--- config.mk ---
export PLATFORM = sky130hd
export DESIGN_NAME = wb_regfile
export DESIGN_NICKNAME = d
export VERILOG_FILES = /design/src/rtl/wb_regfile_pkg.sv /design/src/rtl/wb_regfile_hilo.sv /design/src/rtl/wb_regfile.sv
export SDC_FILE = /design/constraint.sdc
export NUM_CORES = 2
export LEC_CHECK = 0
export BUFFER_PORTS_ARGS = -buffer_cell sky130_fd_sc_hd__buf_2
export CORE_AREA = 2 2 311 313
export CTS_BUF_LIST = sky130_fd_sc_hd__clkbuf_4 sky130_fd_sc_hd__clkbuf_8
export CTS_CLUSTER_DIAMETER = 150
export DETAILED_ROUTE_END_ITERATION = 8
export DIE_AREA = 0 0 313 315
export PLACE_DENSITY = 0.86
export SYNTH_ARGS = -nofsm -noshare
export SYNTH_HDL_FRONTEND = slang
export SYNTH_SLANG_ARGS = --single-unit
export TNS_END_PERCENT = 30
--- constraint.sdc ---
create_clock -name clk -period 5.7 [get_ports clk]
set_input_delay 1.14 -clock clk [delete_from_list [all_inputs] [get_ports clk]]
set_output_delay 1.14 -clock clk [all_outputs]
set_load 0.005 [all_outputs]
--- src/rtl/wb_regfile_pkg.sv ---
// Shared constants and types for the writeback register file.
// Holds the GPR geometry (REG_NUM, REG_ADDR_W, REG_DATA_W), the zero word,
// the discarded-write address, and the HI/LO payload struct.
package wb_regfile_pkg;

  localparam int unsigned REG_NUM    = 32;
  localparam int unsigned REG_ADDR_W = 5;
  localparam int unsigned REG_DATA_W = 32;

  typedef logic [REG_DATA_W-1:0] word_t;
  typedef logic [REG_ADDR_W-1:0] reg_addr_t;

  localparam word_t     ZERO_WORD    = '0;
  localparam reg_addr_t NOP_REG_ADDR = '0;

  // HI/LO pair, always written together
  typedef struct packed {
    word_t hi;
    word_t lo;
  } hilo_t;

endpackage

--- src/rtl/wb_regfile_hilo.sv ---
// hilo_reg: HI/LO special-register pair with optional same-cycle bypass.
// Ports: clk, rst (sync, active-low), whilo (write enable), hi_i/lo_i (write
// data), hi_o/lo_o (combinational current value, forced to 0 during reset).
// Build option: WB_BYPASS_EN forwards hi_i/lo_i to the outputs while whilo=1.
module hilo_reg
  import wb_regfile_pkg::*;
(
  input  logic                  clk,
  input  logic                  rst,
  input  logic                  whilo,
  input  logic [REG_DATA_W-1:0] hi_i,
  input  logic [REG_DATA_W-1:0] lo_i,
  output logic [REG_DATA_W-1:0] hi_o,
  output logic [REG_DATA_W-1:0] lo_o
);

  hilo_t hilo_q;
  hilo_t hilo_d;

  // Next value: load both halves together or hold
  always_comb begin
    hilo_d = hilo_q;
    if (whilo) begin
      hilo_d.hi = hi_i;
      hilo_d.lo = lo_i;
    end
  end

  // Reset wins over a write presented in the same cycle
  always_ff @(posedge clk) begin
    if (!rst) begin
      hilo_q <= '0;
    end else begin
      hilo_q <= hilo_d;
    end
  end

  // Output view: zero in reset, otherwise stored (or bypassed) value
  always_comb begin
    hi_o = ZERO_WORD;
    lo_o = ZERO_WORD;
    if (rst) begin
`ifdef WB_BYPASS_EN
      if (whilo) begin
        hi_o = hi_i;
        lo_o = lo_i;
      end else begin
        hi_o = hilo_q.hi;
        lo_o = hilo_q.lo;
      end
`else
      hi_o = hilo_q.hi;
      lo_o = hilo_q.lo;
`endif
    end
  end

endmodule

--- src/rtl/wb_regfile.sv ---
// wb_regfile: 32 x 32-bit GPR file (r0 hard-wired to 0) with two
// combinational read ports and an embedded HI/LO pair (hilo_reg).
// Ports: clk, rst (sync, active-low); we/waddr/wdata (GPR write);
// re1/raddr1/rdata1 and re2/raddr2/rdata2 (reads); whilo/hi_i/lo_i (HI/LO
// write); hi_o/lo_o (HI/LO value). All read outputs are 0 while rst=0.
// Build option: WB_BYPASS_EN forwards the in-flight write to matching reads.
module wb_regfile
  import wb_regfile_pkg::*;
(
  input  logic                  clk,
  input  logic                  rst,
  input  logic                  we,
  input  logic [REG_ADDR_W-1:0] waddr,
  input  logic [REG_DATA_W-1:0] wdata,
  input  logic                  re1,
  input  logic [REG_ADDR_W-1:0] raddr1,
  output logic [REG_DATA_W-1:0] rdata1,
  input  logic                  re2,
  input  logic [REG_ADDR_W-1:0] raddr2,
  output logic [REG_DATA_W-1:0] rdata2,
  input  logic                  whilo,
  input  logic [REG_DATA_W-1:0] hi_i,
  input  logic [REG_DATA_W-1:0] lo_i,
  output logic [REG_DATA_W-1:0] hi_o,
  output logic [REG_DATA_W-1:0] lo_o
);

  word_t regs_q [REG_NUM];
  word_t regs_d [REG_NUM];

  logic wr_en;
  assign wr_en = we && (waddr != NOP_REG_ADDR);

  // Next GPR state; writes to r0 are dropped so it stays zero
  always_comb begin
    regs_d = regs_q;
    if (wr_en) begin
      regs_d[waddr] = wdata;
    end
  end

  always_ff @(posedge clk) begin
    if (!rst) begin
      for (int i = 0; i < REG_NUM; i++) begin
        regs_q[i] <= ZERO_WORD;
      end
    end else begin
      regs_q <= regs_d;
    end
  end

  // One read port: zero in reset, when disabled, or for r0
  function automatic word_t read_port(
    input logic      rst_n_v,
    input logic      re_v,
    input reg_addr_t ra_v,
    input logic      wr_en_v,
    input reg_addr_t wa_v,
    input word_t     wd_v,
    input word_t     stored_v
  );
    word_t r;
    r = ZERO_WORD;
    if (rst_n_v && re_v && (ra_v != NOP_REG_ADDR)) begin
`ifdef WB_BYPASS_EN
      r = (wr_en_v && (wa_v == ra_v)) ? wd_v : stored_v;
`else
      r = stored_v;
      if (wr_en_v && (wa_v == ra_v) && (wd_v == stored_v)) begin
        r = stored_v;
      end
`endif
    end
    return r;
  endfunction

  assign rdata1 = read_port(rst, re1, raddr1, wr_en, waddr, wdata, regs_q[raddr1]);
  assign rdata2 = read_port(rst, re2, raddr2, wr_en, waddr, wdata, regs_q[raddr2]);

  hilo_reg u_hilo (
    .clk   (clk),
    .rst   (rst),
    .whilo (whilo),
    .hi_i  (hi_i),
    .lo_i  (lo_i),
    .hi_o  (hi_o),
    .lo_o  (lo_o)
  );

endmodule

==> key figures <==
Detailed routing
  • ANT nets after route: 0
  • WL per Instance: about 26 µm
  • # DRC: 0
  • Routed vias: 53351
  • Drt pass-1 iters: 9
  • Post-DR vias/cell: 6.85
  • Initial DRC Count: 8714
  • Drt total wl: just over 200 mm

Global routing
  • First-pass GRT wire length: between 300 and 400 mm
  • Number of global-route vias before repair: around 51000
  • Largest net degree at the start of global routing: 309
  • Total GRT Usage: 0.393
  • GR Overflow Total: 0
  • Initial antenna violation count: 12

Clock network
  • Root Driver: clkbuf_8
  • Setup bufs post-CTS: 0
  • Clock sink count: 1088
  • Post-CTS Hold Fix Bufs: 0
  • Clock latency on the worst-skew pair: a little under 0.9 ns
  • Post-CTS Resized: 0
  • CTS buffer count: 174
  • Htree depth: 4
  • CTS tree: built
  • Clk slew on worst S/H paths: 0.06 ns
  • Maximum root-to-sink buffer count: 3

Layout
  • Final instance area: 62900 µm²
  • Final core utilization: 0.657
  • Nets: 6487
  • Commonest non-fill, non-tap cell in the layout: nand2_1
  • Share of layout cells above drive strength 1: 0.167
  • Non-filler cells, final: 7791
  • Fill cells: 7187
  • Most frequent cells in the layout: nand2_1, dfxtp_1, a21boi_0
  • Syn-to-layout area delta: 9.17%

Worst setup path
  • Arr. time, crit path: 4.23 ns
  • FF-to-FF End: regs_q[885]
  • Slowest-stage cell, CP: a221oi_1
  • CP delay by family, top: buffers and inverters
  • Critical-path cell list: buf_8, buf_4, mux4_2, mux2_2, a221oi_1, a211oi_1, buf_2
  • RR Startpoint: regs_q[885]
  • CP Class: in -> out
  • Worst Path Required: 4.56 ns
  • Reg2Reg Depth: 2
  • Number of buffers and inverters on the critical path: 3
  • Crit path capture type: output port
  • Setup slack, reg-to-reg: 4.87 ns
  • CP Max Fanout: 69
  • Worst setup SP type: primary input
  • Worst stage delay on the critical path: just over 0.8 ns

Outcome
  • Status: finished, final reports clean

Logic synthesis
  • EDFF count, synth: 0
  • Async set or reset register ratio after synthesis: 0
  • Synthesized Nets: 6593
  • Seq/Total Area, Yosys: 0.378
  • Synth cell types: 45
  • Mapped Area: roughly 58000 µm²
  • Yosys reg bits: 1088
  • Ys Warns: 0
  • Most used DFF post-synth: dfxtp_1
  • Syn avg cell area: 8.90 µm²
  • Mapped Cells: 6476

Floorplanning
  • Num rows: 114
  • Initial Util: 0.602
  • Io pins: 245
  • Die area: 98600 µm²
  • Die Span X: 313 µm
  • Die height: roughly 320 µm
  • Core area: 95700 µm²

Timing
  • Post-route setup TNS: 0 ns
  • Highest Clock Rate: 186 MHz
  • Final hold violation count: 0
  • Slew headroom: 0.102
  • Crit path time final: 5.37 ns
  • Fin. max-slew vios: 0
  • Setup Skew: 0 ns
  • RSZ-0062 raised after global routing: false
  • Setup violators final: 0
  • Worst-margin pin slew: 1.34 ns
  • Final Cycle Share: 0.941
  • Final setup margin: 0.334 ns

Place
  • I/O Buffers: 244
  • Cell total after placement: 7470
  • Placed cell area: 59000 µm²
  • RD Place Congestion: 1.02
  • HPWL after DPL: approximately 120 mm
  • Setup WS pre-CTS: around 0.73 ns

Hold path
  • Hold EP: regs_q[907]
  • Worst hold stages: 2
  • Worst Hold Class: reg -> reg
  • Min-delay src: regs_q[907]

Pwr
  • LEAKAGE: 22.1 nW
  • P per Cell Area: 267 nW/µm²
  • VDD IR max: 0.227 mV

Job
  • Max-cap violation count: 0
how the worst max path moves through the flow:
stage	start	to	slack (ns)	cells after the start
6_report	raddr2[0]	rdata2[1]	0.33	7
5_1_grt	raddr2[0]	rdata2[1]	0.33	7
4_1_cts	raddr2[0]	rdata2[27]	0.71	7
3_5_place_dp	raddr2[0]	rdata2[27]	0.73	7
3_3_place_gp	raddr2[0]	rdata2[27]	0.72	7
2_1_floorplan	raddr2[0]	rdata2[24]	2.00	6
final cells by class:
cell class / count / area, µm² / area share
diodes: 10 / 25.0 / 0.000398
well taps: 1276 / 1600 / 0.0254
multi-input cells: 4717 / 33000 / 0.524
clock buffers: 280 / 3550 / 0.0564
inverters: 1 / 3.75 / 0.0000597
flip-flops and latches: 1088 / 21800 / 0.346
clock inverters: 31 / 349 / 0.00555
repair buffers: 388 / 2620 / 0.0417
tightest hold or removal path, cell delays in order (launching register included):
cell	delay, ns
dfxtp_1	0.32
nand2_1	0.05
a21boi_1	0.05
synthesized netlist by cell type (all sizes together), types with 32 or more instances:
cell,number,area share
mux2,78,0.015
mux2i,542,0.094
nand3,46,0.0040
dfxtp,1088,0.38
nand2,2103,0.14
o22ai,32,0.0035
a221oi,63,0.0096
a22oi,111,0.014
and2,115,0.012
a21boi,992,0.13
clkbuf,378,0.025
a211oi,62,0.0081
nand4,34,0.0037
nor2b,73,0.0079
mux4,274,0.11
buf,292,0.028
o221ai,32,0.0049
sequential cells by signal (all words and copies together) (netlist names):
signal / flops
regs_q: 1024
u_hilo.hilo_q: 64
metrics by stage:
stage / hold slack (ns) / power, W
floorplan: 0.442 / 0.00889
global route: 0.485 / 0.0171
finish: 0.472 / 0.0168
detailed placement: 0.457 / 0.00936
CTS: 0.468 / 0.0167
global placement: 0.451 / 0.00933
per-layer routing:
metal | part of all wire | GRT usage
met1 | 0.35 | 0.491
met2 | 0.43 | 0.574
met3 | 0.15 | 0.122
met4 | 0.078 | 0.290
met5 | 0.00015 | 0.000484
report_power, final:
part           switching [W]  internal (W)  total, W
logic               0.000996      0.000553   0.00155
registers          0.0000554       0.00768   0.00774
clock network        0.00330       0.00421   0.00750
cells by family after synthesis:
logic type / synth area share
muxes: 0.217
DFF: 0.378
and+or+nand+nor: 0.172
buffers and inverters: 0.0530
AOI/OAI and AO/OA: 0.180
(Power assumes the default switching activity.)
